### src/rtl/sram_pkg.sv
// Shared widths and word/address types for the register-based SRAM.
// Imported by the storage core, its read pipeline and the bench.
package sram_pkg;

    localparam int SRAM_ADDR_W = 4;
    localparam int SRAM_DATA_W = 16;
    localparam int SRAM_DEPTH  = 2 ** SRAM_ADDR_W;

    typedef logic [SRAM_ADDR_W-1:0] sram_addr_t;
    typedef logic [SRAM_DATA_W-1:0] sram_word_t;

endpackage

### src/rtl/sram_rd_pipe.sv
// One-stage read request register for sram_core.
// A read accepted at edge N is presented as {rd_v, addr_q} for edge N+1.
module sram_rd_pipe
    import sram_pkg::*;
#(
    parameter int ADDR_W = SRAM_ADDR_W
) (
    input  logic              clock,
    input  logic              reset,
    input  logic              we,
    input  logic              re,
    input  logic [ADDR_W-1:0] addr,
    output logic              rd_v,
    output logic [ADDR_W-1:0] addr_q
);

    // A simultaneous write drops the read request entirely.
    logic take;
    assign take = re & ~we;

    // Capture the request; reset discards any read still in flight.
    always_ff @(posedge clock) begin
        if (reset) begin
            rd_v   <= 1'b0;
            addr_q <= '0;
        end else begin
            rd_v <= take;
            if (take) begin
                addr_q <= addr;
            end
        end
    end

endmodule

### src/rtl/sram_core.sv
// Single-port flop-based SRAM with write-through and a registered output.
// Read data appears one edge after the request edge is registered.
module sram_core
    import sram_pkg::*;
#(
    parameter int ADDR_W = SRAM_ADDR_W,
    parameter int DATA_W = SRAM_DATA_W,
    parameter int DEPTH  = 2 ** ADDR_W
) (
    input  logic              clock,
    input  logic              reset,
    input  logic [ADDR_W-1:0] io_addr,
    input  logic [DATA_W-1:0] io_dataIn,
    input  logic              io_en_we,
    input  logic              io_en_re,
    output logic [DATA_W-1:0] io_dataOut
);

    logic [DATA_W-1:0] mem [DEPTH];
    logic              rd_v;
    logic [ADDR_W-1:0] addr_q;

    sram_rd_pipe #(
        .ADDR_W (ADDR_W)
    ) u_rd_pipe (
        .clock  (clock),
        .reset  (reset),
        .we     (io_en_we),
        .re     (io_en_re),
        .addr   (io_addr),
        .rd_v   (rd_v),
        .addr_q (addr_q)
    );

    // Storage array: cleared on reset, written on we.
    always_ff @(posedge clock) begin
        if (reset) begin
            for (int i = 0; i < DEPTH; i++) begin
                mem[i] <= '0;
            end
        end else if (io_en_we) begin
            mem[io_addr] <= io_dataIn;
        end
    end

    // Output register: reset > write-through > pending read > hold.
    // mem[addr_q] is the pre-write value, so a colliding write wins.
    always_ff @(posedge clock) begin
        if (reset) begin
            io_dataOut <= '0;
        end else if (io_en_we) begin
            io_dataOut <= io_dataIn;
        end else if (rd_v) begin
            io_dataOut <= mem[addr_q];
        end
    end

endmodule

### config.mk
export PLATFORM = sky130hd
export DESIGN_NAME = sram_core
export DESIGN_NICKNAME = d
export VERILOG_FILES = /design/src/rtl/sram_pkg.sv /design/src/rtl/sram_rd_pipe.sv /design/src/rtl/sram_core.sv
export SDC_FILE = /design/constraint.sdc
export NUM_CORES = 1
export LEC_CHECK = 0
export BUFFER_PORTS_ARGS = -buffer_cell sky130_fd_sc_hd__clkbuf_2
export CORE_ASPECT_RATIO = 0.8
export CORE_MARGIN = 2
export CORE_UTILIZATION = 35
export CTS_CLUSTER_DIAMETER = 30
export DETAILED_ROUTE_END_ITERATION = 12
export GPL_ROUTABILITY_DRIVEN = 1
export GPL_TIMING_DRIVEN = 0
export PLACE_DENSITY_LB_ADDON = 0.25
export SKIP_LAST_GASP = 1
export SYNTH_ARGS = -nofsm -noshare
export SYNTH_HDL_FRONTEND = slang
export SYNTH_HIERARCHICAL = 1
export SYNTH_SLANG_ARGS = --single-unit
### constraint.sdc
create_clock -name clock -period 4.1 [get_ports clock]
set_input_delay 0.205 -clock clock [delete_from_list [all_inputs] [get_ports clock]]
set_output_delay 0.205 -clock clock [all_outputs]
set_load 0.05 [all_outputs]
== After elaboration in Yosys (flattened, before gate mapping) ==
Memory sizes are Yosys's and may differ from the RTL's. A register that Yosys moved wholly into a read port is not among the register bits.
Index checks and enable logic that the tools add are counted.

* Bits in registers: 21
* Bits in writable memories: 256
* Logic and storage cells: 20
* Memories kept: 1

* Mux-type cells: 12
* Bitwise operators: 2
* Reductions and logical operators: 2

{| class="wikitable"
|+ Memory list
! memory !! depth !! bits a word !! read ports !! clocked after Yosys merged registers in !! write ports !! RTL line !! text
|-
| mem || 16 || 16 || 1 || 1 || 16 || sram_core.sv:19 || <nowiki>logic [DATA_W-1:0] mem [DEPTH];</nowiki>
|}

{| class="wikitable"
|+ Operators by type and width
! kind !! number
|-
| two-way mux 16 bit || 3
|-
| OR reduction 16 bit || 1
|-
| two-way mux 4 bit || 3
|-
| two-way mux 1 bit || 6
|-
| nonzero test 2 bit || 1
|-
| bitwise AND 1 bit || 1
|-
| inverter 1 bit || 1
|}

== Logic depth before layout (Yosys ltp) ==
* Depth after elaboration: 5
* Gate-level depth with buffers: 7
* Mapped depth without buffers: 4

== By module ==
Netlist, hierarchy kept.

{| class="wikitable"
|+ Modules (own cells, without submodules)
! module !! instances !! cells each !! area each (um2) !! seq. area each (um2)
|-
| sram_core || 1 || 832 || 12,401.9 || 8,007.7
|-
| sram_rd_pipe || 1 || 19 || 211.5 || 100.1
|}

== Worst setup path after synthesis ==
Ideal clock, no wire load.

* Kind: reg2reg
* Start point: register, netlist name u_rd_pipe/addr_q[1]
* End point: register io_dataOut[10]
* Arrival: 1,503 ps
* Setup slack: 2,478 ps
* Stages on the path, launching flop included: 6
* Buffers on the path: 2
* Cells stage by stage: dfxtp_1 buf_6 buf_2 mux4_2 o22ai_1 o21ai_1

{| class="wikitable"
|+ RTL lines
! item !! RTL line !! text
|-
| to (signal assigned) || sram_core.sv:52 || <nowiki>io_dataOut <= io_dataIn;</nowiki>
|-
| to (signal assigned) || sram_core.sv:54 || <nowiki>io_dataOut <= mem[addr_q];</nowiki>
|-
| to (decl) || sram_core.sv:16 || <nowiki>output logic [DATA_W-1:0] io_dataOut</nowiki>
|}

==> impl_metrics.toml <==
[synth]
async_flop_share_pct = 0
synth_top_family_by_area = "simple AND/OR/NAND/NOR gates"
dominantRegCellSynth = "sky130_fd_sc_hd__edfxtp_1"
post_synth_fa_ha_maj_area_fraction_pct = 0
synth.net_count = 875
synth-compound-area-share_pct = 3.611
synth.mux.area_fraction_pct = 11.35
syn_area_um2 = 12610
synth_simple_gate_area_share_pct = 18.15
sequential_cell_area_fraction_in_the_yosys_report_pct = 64.28
yosys.area_share.xor_xnor_pct = 0
synth_edf_count = 256
yosysWarnings = 6
yosysUniqueCellTypes = 39
postSynthCellCount = 851
ys_ff_latch = 277
avgSynthCellArea_um2 = 14.82

[global_route]
pin_count_of_the_biggest_net_entering_global_routing = 17
number_of_antenna_violations_at_the_first_check_in_global_routing = 0
grt.overflow.total = 0
first_global_vias = 7595
global_route_wire_length_before_repair_um = 49750
tot_gr_track_use_pct = 18.10

[critical_path]
worstReg2RegEnd = "io_dataOut[2]"
crit_path_top_delay_cell = "sky130_fd_sc_hd__clkbuf_1"
reg2reg_depth = 5
required_ns = 4.52
rrSetupSlack_ns = 1.83
worstPathArrival_ns = 2.69
buffer_and_inverter_count_on_the_worst_path = 2
endpoint_kind = "flip-flop"
critical_path.cell_chain = "buf_2 > clkbuf_1 > mux4_1 > o22ai_1 > o21ai_0"
crit_path_max_fanout = 10
worstSetupPathType = "flip-flop to flip-flop"
cp_top_family = "buffers and inverters"
worst_path_largest_cell_delay_ns = 0.59
worst_r2r_startpoint = "u_rd_pipe/addr_q[3]"
start_kind = "flip-flop"

[timing]
rsz_0062_raised_after_global_routing = "no"
total_negative_setup_slack_ns = 0
timing.final.crit_period_ns = 2.272
setup_viol_count_final = 0
clock_skews_ns = 0.01402
fin_crit_sh_pct = 55.42
actual_transition_at_the_worst_max_transition_pin_ns = 0.7620
number_of_endpoints_with_negative_hold_slack_in_the_final_report = 0
final-max-slew-violation-count = 0
relSlewSlack_pct = 49.20
fmax_ghz = 0.4401
post-route-worst-setup-slack_ns = 1.828

[power]
leakagePower_nw = 5.413
p_per_area_nw_per_um2 = 558.3
peakVddDrop_v = 0.0003119

[drt]
drtIter0Drc = 652
firstDrtPassIters = 7
dr_total_vias = 7459
drt.antenna.violating_nets = 0
routed_via_density = 5.040
wirelength_routed_um = 33800
routed_wire_length_per_instance_um = 22.84
drc_viols = 0

[die]
ios = 40
area_of_the_core_region_um2 = 35680
die_area_um2 = 37580
chipWidth_um = 216.2
row_count = 62
start_util_pct = 35.35
floorplan.die.height_um = 173.8

[status]
status = "complete, no violations"

[worst_hold_path]
worst_hold_path_type = "input pin to flip-flop"
hold_path_startpoint = "reset"
hold_path_end = "u_rd_pipe/addr_q[1]"
timing.hold.worst_path_depth = 3

[finish]
area_delta_synth_final_pct = 22.76
fin_nets = 975
mostFrequentLayoutCells = "sky130_fd_sc_hd__and2_1, sky130_fd_sc_hd__edfxtp_1, sky130_fd_sc_hd__clkbuf_16"
num-fill-cells = 3234
drive_above_1_share_pct = 24.62

[place]
dp_slack_ns = 1.593
dp.final_hpwl_um = 22540
place.port_buffers = 39
gp_congestion = 0.7925

[run]
max_cap_viol_count = 0

[clock_tree]
resized_after_cts = 0
clock_path_buffers = 3
clk-insertion-delay-late_ns = 0.56
clock_transition_time_at_the_flip_flop_clock_pins_of_the_worst_setup_and_hold_paths_ns = 0.05
root_buffer = "sky130_fd_sc_hd__clkbuf_16"
htree_num_levels = 2
cts_sinks = 277
tritoncts = "done"
numCtsBuffers = 56
power by group:
| part | switching [W] | total, W | internal, W |
|---|---|---|---|
| logic | 0.000325 | 0.000489 | 0.000163 |
| clock network | 0.00153 | 0.00485 | 0.00333 |
| registers | 0.0000490 | 0.00330 | 0.00325 |
| total | 0.00190 | 0.00864 | 0.00674 |
routing by layer:
metal	track usage [%]	part of all wire (%)	up-vias
li1	-	-	3363
met1	26.29	47	3839
met2	27.80	46	205
met3	3.632	5.1	52
met4	4.652	1.7	0
met5	0	0	-
metrics by stage:
stage | hold WS (ns) | utilization [%] | instance area (um^2) | instances | power (W)
6_report | 0.02481 | 43.39 | 15480 | 1480 | 0.008645
5_1_grt | 0.03568 | 43.38 | 15480 | 1479 | 0.008884
4_1_cts | 0.003066 | 43.38 | 15480 | 1479 | 0.008698
3_5_place_dp | 0.4558 | 37.58 | 13410 | 1370 | 0.003845
3_3_place_gp | 0.4528 | 37.58 | 13410 | 1370 | 0.003837
2_1_floorplan | 0.3691 | - | 12610 | 851 | 0.003637
cell usage after synthesis (2+ instances only):
master | count | area (um^2)
sky130_fd_sc_hd__mux2i_1 | 32 | 320.3
sky130_fd_sc_hd__dfxtp_1 | 21 | 420.4
sky130_fd_sc_hd__or2_2 | 16 | 100.1
sky130_fd_sc_hd__o22ai_1 | 16 | 100.1
sky130_fd_sc_hd__nor3_4 | 2 | 32.53
sky130_fd_sc_hd__o21ai_1 | 14 | 70.07
sky130_fd_sc_hd__nor3_2 | 3 | 30.03
sky130_fd_sc_hd__clkbuf_2 | 7 | 35.03
sky130_fd_sc_hd__buf_4 | 6 | 45.04
sky130_fd_sc_hd__buf_6 | 3 | 33.78
sky130_fd_sc_hd__nor2_1 | 4 | 15.01
sky130_fd_sc_hd__buf_2 | 13 | 65.06
sky130_fd_sc_hd__nand2b_1 | 6 | 37.54
sky130_fd_sc_hd__nand4bb_1 | 5 | 56.30
sky130_fd_sc_hd__nor2_4 | 6 | 67.56
sky130_fd_sc_hd__o211ai_1 | 15 | 112.6
sky130_fd_sc_hd__a221oi_1 | 16 | 140.1
sky130_fd_sc_hd__nor2_2 | 4 | 25.02
sky130_fd_sc_hd__mux4_1 | 8 | 210.2
sky130_fd_sc_hd__and2_1 | 256 | 1602
sky130_fd_sc_hd__mux4_2 | 40 | 900.9
sky130_fd_sc_hd__edfxtp_1 | 256 | 7687
sky130_fd_sc_hd__o21ai_0 | 5 | 25.02
sky130_fd_sc_hd__nand2_1 | 50 | 187.7
sky130_fd_sc_hd__clkbuf_1 | 32 | 120.1
sky130_fd_sc_hd__buf_8 | 2 | 30.03
layout make-up:
type	instances	area [um^2]	share of cell area, %
diodes	1	2.502	0.01616
flip-flops and latches	277	8108	52.36
clock inverters	43	574.3	3.709
multi-input cells	511	4177	26.97
plain buffers	63	329.1	2.125
clock buffers	63	1468	9.479
well taps	480	600.6	3.879
repair buffers	42	225.2	1.455
state kept, by name (all words and copies together), names as in the netlist:
register          flops
u_rd_pipe/rd_v        1
u_rd_pipe/addr_q      4
io_dataOut           16
mem                 256
logic make-up (layout without fill, tap and decap cells):
logic type | Yosys count | in the layout
AOI/OAI and AO/OA | 67 | 67
muxes | 80 | 80
buffers and inverters | 63 | 211
DFF | 277 | 277
other | 0 | 1
and+or+nand+nor | 364 | 364
worst min-delay path, stage by stage:
cell                       delay (ns)
sky130_fd_sc_hd__clkbuf_2        0.16
sky130_fd_sc_hd__nand2b_1        0.12
sky130_fd_sc_hd__o21ai_1         0.05
how the worst max path moves through the flow:
| stage | start | endpoint | cells past startpoint |
|---|---|---|---|
| 2_1_floorplan | u_rd_pipe/addr_q[1] | io_dataOut[10] | 5 |
| 3_3_place_gp | reset | mem[8][6] | 5 |
| 3_5_place_dp | reset | mem[8][2] | 5 |
| 4_1_cts | u_rd_pipe/addr_q[3] | io_dataOut[2] | 5 |
| 5_1_grt | u_rd_pipe/addr_q[3] | io_dataOut[2] | 5 |
| 6_report | u_rd_pipe/addr_q[3] | io_dataOut[2] | 5 |
repair_timing:
action,in CTS,in global routing
hold buffers,3,0
buffers inserted,0,0
hold endpoints to repair,4,0
(Power assumes the default switching activity.)
